`config.mk`:
```
export PLATFORM = sky130hd
export DESIGN_NAME = program_loader_flat
export DESIGN_NICKNAME = d
export VERILOG_FILES = /design/src/rtl/processor_pkg.sv /design/src/rtl/program_loader_if.sv /design/src/rtl/loader_word_assembler.sv /design/src/rtl/program_loader.sv /design/src/flat_wrapper.sv
export SDC_FILE = /design/constraint.sdc
export NUM_CORES = 1
export LEC_CHECK = 0
export ABC_AREA = 1
export BUFFER_PORTS_ARGS = -buffer_cell sky130_fd_sc_hd__buf_4
export CAP_MARGIN = 20
export CORE_UTILIZATION = 35
export CTS_CLUSTER_DIAMETER = 60
export DETAILED_ROUTE_END_ITERATION = 10
export HOLD_SLACK_MARGIN = 0.06
export PLACE_DENSITY = 0.65
export SYNTH_ARGS = -nofsm -noshare
export SYNTH_HDL_FRONTEND = slang
export SYNTH_SLANG_ARGS = --single-unit
export TNS_END_PERCENT = 5
```
`constraint.sdc`:
```
create_clock -name clk -period 1.6 [get_ports clk]
set_input_delay 0.32 -clock clk [delete_from_list [all_inputs] [get_ports clk]]
set_output_delay 0.32 -clock clk [all_outputs]
set_load 0.01 [all_outputs]
```
`src/rtl/processor_pkg.sv`:
```
// Shared processor definitions: the loader state encoding, the stream byte
// width, and the word/address width defaults used by the processor top.
package processor_pkg;

    localparam int byte_width      = 8;
    localparam int reg_width_dflt  = 12;
    localparam int im_width_dflt   = 8;

    typedef enum logic [2:0] {
        IDLE,
        LEN,
        LO,
        HI,
        WRITE,
        FINISH,
        ERROR
    } loader_state_t;

    // Bits of a stream byte above position keep-1. These must be zero in a
    // well-formed header or high byte. The mask is zero when keep is 8.
    function automatic logic [byte_width-1:0] upper_mask(input int keep);
        return {byte_width{1'b1}} << keep;
    endfunction

endpackage

```
`src/rtl/program_loader_if.sv`:
```
// Byte-stream input and instruction-memory write port of the program loader.
interface program_loader_if
    import processor_pkg::*;
#(
    parameter int reg_width = reg_width_dflt,
    parameter int Im_width  = im_width_dflt
) ();

    logic [byte_width-1:0] rx_data;
    logic                  rx_valid;
    logic                  rx_ready;
    logic [Im_width-1:0]   im_address;
    logic [reg_width-1:0]  im_data;
    logic                  im_wren;

    modport master (
        input  rx_data,
        input  rx_valid,
        output rx_ready,
        output im_address,
        output im_data,
        output im_wren
    );

    modport slave (
        output rx_data,
        output rx_valid,
        input  rx_ready,
        input  im_address,
        input  im_data,
        input  im_wren
    );

endinterface

```
`src/rtl/loader_word_assembler.sv`:
```
// Builds one instruction word from a low byte and a high byte, and flags a
// high byte whose padding bits above the word width are nonzero.
module loader_word_assembler
    import processor_pkg::*;
#(
    parameter int reg_width = reg_width_dflt
) (
    input  logic                  clk,
    input  logic                  reset,
    input  logic [byte_width-1:0] byte_in,
    input  logic                  lo_we,
    input  logic                  hi_we,
    output logic [reg_width-1:0]  word,
    output logic                  pad_err
);

    localparam logic [byte_width-1:0] pad_mask = upper_mask(reg_width - byte_width);

    logic [byte_width-1:0] lo_q;
    logic [reg_width-1:0]  word_q;

    assign pad_err = |(byte_in & pad_mask);
    assign word    = word_q;

    // The assembled word only changes on a clean high byte. It then holds as
    // the memory write data until the next word.
    always_ff @(posedge clk) begin
        if (reset) begin
            lo_q   <= '0;
            word_q <= '0;
        end else begin
            if (lo_we)
                lo_q <= byte_in;
            if (hi_we && !pad_err)
                word_q <= reg_width'({byte_in, lo_q});
        end
    end

endmodule

```
`src/rtl/program_loader.sv`:
```
// Fills instruction memory from a length-prefixed byte stream while holding
// the CPU in reset, then pulses start once the whole image is written.
module program_loader
    import processor_pkg::*;
#(
    parameter int reg_width = reg_width_dflt,
    parameter int Im_width  = im_width_dflt
) (
    input  logic              clk,
    input  logic              reset,
    input  logic              load_req,
    program_loader_if.master  bus,
    output logic              cpu_hold,
    output logic              start,
    output logic              done,
    output logic              error
);

    localparam logic [byte_width-1:0] hdr_mask = upper_mask(Im_width);

    loader_state_t       state;
    logic [Im_width-1:0] count;
    logic [Im_width-1:0] addr;
    logic [Im_width-1:0] im_address_q;
    logic                rx_ready_q;
    logic                im_wren_q;
    logic                xfer;
    logic                hdr_err;
    logic                pad_err;

    assign xfer    = bus.rx_valid && rx_ready_q;
    assign hdr_err = |(bus.rx_data & hdr_mask);

    assign bus.rx_ready   = rx_ready_q;
    assign bus.im_address = im_address_q;
    assign bus.im_wren    = im_wren_q;

    loader_word_assembler #(
        .reg_width (reg_width)
    ) u_asm (
        .clk     (clk),
        .reset   (reset),
        .byte_in (bus.rx_data),
        .lo_we   (xfer && state == LO),
        .hi_we   (xfer && state == HI),
        .word    (bus.im_data),
        .pad_err (pad_err)
    );

    // NOTE: all state and registered outputs use non-blocking assignment so
    // every branch sees the pre-edge values, whatever order they are written in.
    always_ff @(posedge clk) begin
        if (reset) begin
            state        <= IDLE;
            count        <= '0;
            addr         <= '0;
            im_address_q <= '0;
            rx_ready_q   <= 1'b0;
            im_wren_q    <= 1'b0;
            cpu_hold     <= 1'b0;
            start        <= 1'b0;
            done         <= 1'b0;
            error        <= 1'b0;
        end else begin
            // Strobes default low so each is high for exactly one cycle.
            im_wren_q <= 1'b0;
            start     <= 1'b0;
            unique case (state)
                IDLE: if (load_req) begin
                    state      <= LEN;
                    rx_ready_q <= 1'b1;
                    cpu_hold   <= 1'b1;
                    done       <= 1'b0;
                    error      <= 1'b0;
                end
                LEN: if (xfer) begin
                    if (hdr_err) begin
                        state      <= ERROR;
                        rx_ready_q <= 1'b0;
                        error      <= 1'b1;
                    end else begin
                        count <= bus.rx_data[Im_width-1:0];
                        addr  <= '0;
                        state <= LO;
                    end
                end
                LO: if (xfer) state <= HI;
                HI: if (xfer) begin
                    rx_ready_q <= 1'b0;
                    if (pad_err) begin
                        state <= ERROR;
                        error <= 1'b1;
                    end else begin
                        state        <= WRITE;
                        im_wren_q    <= 1'b1;
                        im_address_q <= addr;
                    end
                end
                // Compare before incrementing, so a full image stops at the
                // top address without wrapping.
                WRITE: if (addr == count) begin
                    state    <= FINISH;
                    cpu_hold <= 1'b0;
                    start    <= 1'b1;
                    done     <= 1'b1;
                end else begin
                    addr       <= addr + 1'b1;
                    state      <= LO;
                    rx_ready_q <= 1'b1;
                end
                FINISH: state <= IDLE;
                ERROR: if (load_req) begin
                    state      <= LEN;
                    rx_ready_q <= 1'b1;
                    error      <= 1'b0;
                end
                default: state <= IDLE;
            endcase
        end
    end

endmodule

```
`src/flat_wrapper.sv`:
```
// flat-port wrapper written by rule: the top's interface ports become plain ports
module program_loader_flat import processor_pkg::*;
#(
    parameter int reg_width = reg_width_dflt,
    parameter int Im_width  = im_width_dflt
)
  (clk, reset, load_req, cpu_hold, start, done, error, bus_rx_data, bus_rx_valid, bus_rx_ready, bus_im_address, bus_im_data, bus_im_wren);
  program_loader_if #(.reg_width(reg_width), .Im_width(Im_width)) bus_i ();
  input  logic clk;
  input  logic reset;
  input  logic load_req;
  output logic cpu_hold;
  output logic start;
  output logic done;
  output logic error;
  input wire logic [$bits(bus_i.rx_data)-1:0] bus_rx_data;
  input wire logic [$bits(bus_i.rx_valid)-1:0] bus_rx_valid;
  output wire logic [$bits(bus_i.rx_ready)-1:0] bus_rx_ready;
  output wire logic [$bits(bus_i.im_address)-1:0] bus_im_address;
  output wire logic [$bits(bus_i.im_data)-1:0] bus_im_data;
  output wire logic [$bits(bus_i.im_wren)-1:0] bus_im_wren;
  assign bus_i.rx_data = bus_rx_data;
  assign bus_i.rx_valid = bus_rx_valid;
  assign bus_rx_ready = bus_i.rx_ready;
  assign bus_im_address = bus_i.im_address;
  assign bus_im_data = bus_i.im_data;
  assign bus_im_wren = bus_i.im_wren;
  program_loader #(.reg_width(reg_width), .Im_width(Im_width)) u_core (.clk(clk), .reset(reset), .load_req(load_req), .bus(bus_i), .cpu_hold(cpu_hold), .start(start), .done(done), .error(error));
endmodule
```
==> flow_metrics.env, run 1 <==
export IMPL_status="complete, no violations"
export IMPL_reg2reg_slack_ps=210
export IMPL_timing_rr_end="u_core.addr[6]"
export IMPL_grt_max_degree=34
export IMPL_drtAntennaViolNets=0
export IMPL_cts_root_buf="clkbuf_8"
export IMPL_finalHoldViolCount=0
export IMPL_gr_total_overflow=0
export IMPL_crit_path_end_kind="flop"
export IMPL_timing_rr_start="u_core.addr[1]"
export IMPL_p_sw_w=0.00121
export IMPL_port_buffers=37
export IMPL_finalCriticalPeriod_ps=1390
export IMPL_fp_row_count=29
export IMPL_fin_crit_sh_pct=87.1
export IMPL_grt_pass1_wl_um=9090
export IMPL_antenna_found_initial=0
export IMPL_hp_start="bus_rx_data[2]"
export IMPL_hold_end="u_core.u_asm.word[10]"
export IMPL_timing_hold_ws_ps=245
export IMPL_clkTransAtPathRegs_ps=110
export IMPL_area_growth_syn_to_layout_pct=20.3
export IMPL_ys_ff_latch=53
export IMPL_insertion_delay_ps=320
export IMPL_die_x_um=82.9
export IMPL_syn_area_um2=2290
export IMPL_cp_start_kind="flop"
export IMPL_min_path_cells=3
export IMPL_maxSlewViolCount=0
export IMPL_reg2regPathDepth=9
export IMPL_nNetsFinal=364
export IMPL_clkSinkCount=53
export IMPL_p_int_w=0.00225
export IMPL_combPwrFrac_pct=27.5
export IMPL_tritoncts="built"
export IMPL_drc=0
export IMPL_skew_ps=11.9
export IMPL_dieHeight_um=82.9
export IMPL_post_dp_hpwl_um=3670
export IMPL_gp_congestion=0.784
export IMPL_cts_buffers=5
export IMPL_tightest_slew_ps=384
export IMPL_worstSetupPathType="reg -> reg"
export IMPL_grt_pass1_vias=1943
export IMPL_ir_worst_vdd_mv=0.710
export IMPL_critPathArrivalTime_ps=1650
export IMPL_pwr_share_clk_pct=27.6
export IMPL_clk_path_buf_depth=2
export IMPL_p_leak_nw=1.30
export IMPL_finalSetupTns_ps=0
export IMPL_hold_path_class="in -> reg"
export IMPL_num_vias=2034
export IMPL_slew_headroom_pct=74.4
export IMPL_detail_route_wl_per_cell_um=11.8
export IMPL_cp_max_fo=5
export IMPL_routed_via_density=4.74
export IMPL_synthCells=314
export IMPL_ioPinCount=38
export IMPL_grt_total_usage_pct=16.0
export IMPL_core_um2=6350
export IMPL_diodes=0
export IMPL_fmax_ghz=0.718
export IMPL_switching_share_pct=35.1
export IMPL_critPathRequiredTime_ps=1850
export IMPL_syn_area_per_cell_um2=7.30
export IMPL_holdBufCountCts=0
export IMPL_htree_levels=2
export IMPL_fp_dieArea_um2=6870
export IMPL_syn_nets=327
export IMPL_start_util_pct=36.1
export IMPL_fillers=654
export IMPL_drt_wl_total_um=5070
export IMPL_rsz0062_at_grt="false"
export IMPL_pwr_share_seq_pct=44.8
export IMPL_post_route_cells_drive_above_1_share_pct=21.0
export IMPL_synth_cell_type_count=28
export IMPL_drt_first_pass_iters=5
export IMPL_postCtsSetupRepairBufs=0
export IMPL_maxCapViolations=0
export IMPL_cts_resized=0
export IMPL_yosysWarnings=0
export IMPL_setup_violations=0
export IMPL_p_per_area_nw_per_um2=1260
export IMPL_drt_iter0_drc=86
export IMPL_synth_seq_area_share_pct=46.3
## how the worst max path moves through the flow
stage                        startpoint                   end  depth (start not counted)  slack [ps]
CTS                     u_core.state[0]        u_core.addr[6]                          9         160
detailed placement      u_core.state[1]  u_core.u_asm.word[0]                          5         180
floorplan           u_core.bus.rx_ready  u_core.u_asm.lo_q[0]                          5         290
finish                   u_core.addr[1]        u_core.addr[6]                          9         210
global placement         u_core.addr[4]        u_core.addr[6]                          9         190
global route             u_core.addr[1]        u_core.addr[6]                          9           3
## per-layer routing
| metal | up-vias | track usage [%] | part of all wire [%] |
|---|---|---|---|
| met5 | - | 0 | 0 |
| met1 | 907 | 21.2 | 51 |
| met4 | 0 | 4.23 | 1.2 |
| met3 | 7 | 3.78 | 4.2 |
| li1 | 1077 | - | - |
| met2 | 43 | 26.0 | 44 |
## cell usage after synthesis
| cell | number | share of area [%] |
|---|---|---|
| nand3_4 | 1 | 0.76 |
| ha_1 | 1 | 0.55 |
| nor3_4 | 1 | 0.71 |
| nand2_2 | 5 | 1.4 |
| xnor2_1 | 3 | 1.1 |
| nor2_1 | 62 | 10 |
| nand3b_1 | 1 | 0.33 |
| clkbuf_1 | 4 | 0.66 |
| dfxtp_1 | 53 | 46 |
| buf_4 | 1 | 0.33 |
| inv_2 | 8 | 1.3 |
| a211oi_1 | 1 | 0.33 |
| a21oi_1 | 27 | 5.9 |
| nor3_1 | 1 | 0.22 |
| o21ai_1 | 14 | 3.1 |
| nand4_1 | 2 | 0.55 |
| buf_2 | 1 | 0.22 |
| nand2_4 | 1 | 0.49 |
| nor2_4 | 1 | 0.49 |
| inv_1 | 22 | 3.6 |
| a21oi_4 | 1 | 0.71 |
| o21ai_0 | 25 | 5.5 |
| nand2_1 | 57 | 9.3 |
| nor2_2 | 3 | 0.82 |
| buf_6 | 4 | 2.0 |
| nand3_1 | 12 | 2.6 |
| buf_1 | 1 | 0.16 |
| nand3_2 | 1 | 0.44 |
## layout by cell type, fill, tap and decap left out, types with 2 or more instances in the layout
master	count
xnor2_1	3
dfxtp_2	3
nand3_1	12
nand4_1	2
nand2_2	4
nor2_1	62
nand2_1	57
o21ai_0	25
clkbuf_8	5
inv_1	22
dfxtp_1	50
buf_4	40
a21oi_1	27
nor2_2	3
inv_6	2
nand2_4	2
inv_2	8
o21ai_1	14
## kinds of logic (layout without fill, tap and decap cells)
group	after synthesis	count (layout)	share of synthesized area, %
simple gates	148	148	28.3
compound gates	68	68	15.5
flops	53	53	46.3
buf+inv	41	79	8.25
xor+xnor	3	3	1.15
fa+ha+maj	1	1	0.546
## state kept, by name, summed over array words and instances, names as in the netlist
register	flops
u_core.state	3
u_core.cpu_hold	1
u_core.addr	8
u_core.bus.im_address	8
u_core.error	1
u_core.u_asm.word	12
u_core.done	1
u_core.bus.rx_ready	1
u_core.u_asm.lo_q	8
u_core.bus.im_wren	1
u_core.count	8
u_core.start	1
## per-stage QoR
| step | power [W] | std cells | worst slack, ps | area [um2] | utilization, % |
|---|---|---|---|---|---|
| finish | 0.00346 | 429 | 206 | 2760 | 43.4 |
| global route | 0.00371 | 429 | 3.23 | 2760 | 43.4 |
| CTS | 0.00347 | 429 | 157 | 2750 | 43.3 |
| detailed placement | 0.00252 | 421 | 179 | 2630 | 41.4 |
| global placement | 0.00250 | 421 | 192 | 2630 | 41.4 |
| floorplan | 0.00228 | 314 | 291 | 2290 | - |
## worst max-delay path, cell delays in order (launching register included)
cell     delay (ps)
dfxtp_1         420
ha_1            190
nand2_1          70
nor2_1          140
nand2_1          80
o21ai_0         150
nand3_1          90
nand2_1          70
nand2_1          40
nor2_1           80
## power groups by stage
stage               sequential [W]  combinational (W)  clock, W
CTS                        0.00154           0.000945  0.000983
global placement           0.00157           0.000930         0
finish                     0.00155           0.000953  0.000957
detailed placement         0.00157           0.000943         0
global route               0.00158            0.00110   0.00104
floorplan                  0.00154           0.000743         0
## final cells by class
cell class / instances / area (um2) / share of cell area, %
Clock inverter: 3 / 47.5 / 1.72
Timing Repair Buffer: 41 / 320 / 11.6
Multi-Input combinational cell: 220 / 1050 / 37.9
Sequential cell: 53 / 1060 / 38.6
Inverter: 30 / 113 / 4.09
Tap cell: 77 / 96.3 / 3.50
Clock buffer: 5 / 68.8 / 2.50
(Power assumes the default switching activity.)
==> run 2: changes to the inputs <==
CORE_UTILIZATION = 45   (was 35)
PLACE_DENSITY = 0.77   (was 0.65)
==> flow_metrics.env, run 2 (synthesis gave the netlist of run 1 again) <==
export IMPL_postCtsSetupRepairBufs=0
export IMPL_tritoncts="built"
export IMPL_fillers=490
export IMPL_setup_violations=0
export IMPL_grt_pass1_wl_um=8260
export IMPL_hold_end="u_core.u_asm.lo_q[2]"
export IMPL_num_vias=2025
export IMPL_largest_register_ffs=12
export IMPL_grt_pass1_vias=1819
export IMPL_switching_share_pct=36.5
export IMPL_critPathRequiredTime_ps=1810
export IMPL_grt_max_degree=35
export IMPL_multi_input_area_um2=1040
export IMPL_register_area_um2=1060
export IMPL_finalSetupTns_ps=0
export IMPL_post_dp_hpwl_um=3450
export IMPL_cts_resized=0
export IMPL_start_util_pct=47.6
export IMPL_die_x_um=73.4
export IMPL_fin_crit_sh_pct=92.5
export IMPL_p_leak_nw=1.28
export IMPL_final_common_cell="nor2_1"
export IMPL_tightest_slew_ps=373
export IMPL_drt_iter0_drc=143
export IMPL_clkTransAtPathRegs_ps=110
export IMPL_core_um2=4820
export IMPL_port_buffers=37
export IMPL_nNetsFinal=363
export IMPL_fin_util_pct=56.5
export IMPL_p_per_area_nw_per_um2=1210
export IMPL_cts_buffers=5
export IMPL_drt_wl_total_um=4810
export IMPL_fmax_ghz=0.676
export IMPL_clk_path_buf_depth=2
export IMPL_cts_root_buf="clkbuf_8"
export IMPL_crit_path_end_kind="flop"
export IMPL_pwr_share_seq_pct=47.0
export IMPL_drtAntennaViolNets=0
export IMPL_clkSinkCount=53
export IMPL_fp_row_count=25
export IMPL_mostFrequentLayoutCells="nor2_1 (62), nand2_1 (57), dfxtp_1 (53)"
export IMPL_combPwrFrac_pct=28.4
export IMPL_timing_rr_start="u_core.state[0]"
export IMPL_insertion_delay_ps=320
export IMPL_hold_path_class="in -> reg"
export IMPL_routed_via_density=4.84
export IMPL_worstSetupPathType="reg -> reg"
export IMPL_ioPinCount=38
export IMPL_crit_start="u_core.state[0]"
export IMPL_grt_total_usage_pct=19.8
export IMPL_rsz0062_at_grt="false"
export IMPL_finalHoldViolCount=0
export IMPL_skew_ps=11.9
export IMPL_slew_headroom_pct=75.1
export IMPL_holdBufCountCts=0
export IMPL_gp_congestion=0.935
export IMPL_drc=0
export IMPL_maxSlewViolCount=0
export IMPL_antenna_found_initial=0
export IMPL_cp_start_kind="flop"
export IMPL_p_sw_w=0.00120
export IMPL_p_int_w=0.00209
export IMPL_min_path_cells=3
export IMPL_dieHeight_um=73.4
export IMPL_drt_first_pass_iters=4
export IMPL_maxCapViolations=0
export IMPL_hp_start="bus_rx_data[2]"
export IMPL_htree_levels=2
export IMPL_cp_max_fo=15
export IMPL_reg2regPathDepth=9
export IMPL_gr_total_overflow=0
export IMPL_area_growth_syn_to_layout_pct=18.8
export IMPL_critPathArrivalTime_ps=1690
export IMPL_status="complete, no violations"
export IMPL_pwr_share_clk_pct=24.6
export IMPL_reg2reg_slack_ps=120
export IMPL_timing_rr_end="u_core.addr[7]"
export IMPL_post_route_cells_drive_above_1_share_pct=19.9
export IMPL_fp_dieArea_um2=5380
export IMPL_detail_route_wl_per_cell_um=11.5
export IMPL_ir_worst_vdd_mv=0.507
export IMPL_diodes=0
export IMPL_finalCriticalPeriod_ps=1480
[run 2: through the flow]
stage | total power (W) | cell area, um2 | setup WS [ps] | hold slack (ps) | cells
2_1_floorplan | 0.00228 | 2290 | 291 | 444 | 314
6_report | 0.00330 | 2720 | 120 | 240 | 418
3_5_place_dp | 0.00250 | 2620 | 153 | 433 | 410
5_1_grt | 0.00351 | 2720 | 2.99 | 238 | 418
3_3_place_gp | 0.00249 | 2620 | 209 | 430 | 410
4_1_cts | 0.00331 | 2720 | 144 | 241 | 418
[run 2: worst max-delay path by stage]
stage | cells after the start | slack, ps | end
after floorplan | 5 | 290 | u_core.u_asm.lo_q[0]
after global placement | 9 | 210 | u_core.state[2]
after detailed placement | 5 | 150 | u_core.u_asm.word[0]
after CTS | 5 | 140 | u_core.u_asm.word[0]
after global routing | 8 | 3 | u_core.addr[4]
final | 9 | 120 | u_core.addr[7]
[run 2: worst max-delay path: stages (launching register included)]
cell and delay (ps):
dfxtp_1 520, inv_2 100, nor2_2 100, nand2_2 80, nor2_4 140, inv_2 140, nand2_1 90, nand2_1 80
nand2_1 70, a21oi_1 50
[run 2: power groups by stage]
stage	sequential, W	combinational [W]	clock (W)
2_1_floorplan	0.00154	0.000743	0
3_3_place_gp	0.00157	0.000923	0
3_5_place_dp	0.00157	0.000929	0
4_1_cts	0.00154	0.000932	0.000837
5_1_grt	0.00156	0.00105	0.000892
6_report	0.00155	0.000937	0.000811
[run 2: area by class of cell]
cell class,instances,share of cell area (%)
Clock buffer,5,2.53
Multi-Input combinational cell,220,38.3
Tap cell,67,3.08
Sequential cell,53,39.0
Timing Repair Buffer,40,12.0
Clock inverter,3,1.06
Inverter,30,4.14
[run 2: per-layer routing]
layer | wire (um) | part of all wire [%] | track usage, % | up-vias
met5 | 0 | 0 | 0 | -
met4 | 44 | 0.91 | 6.62 | 0
met3 | 174 | 3.6 | 3.57 | 7
met2 | 2340 | 49 | 33.1 | 41
met1 | 2250 | 47 | 25.8 | 901
li1 | - | - | - | 1076
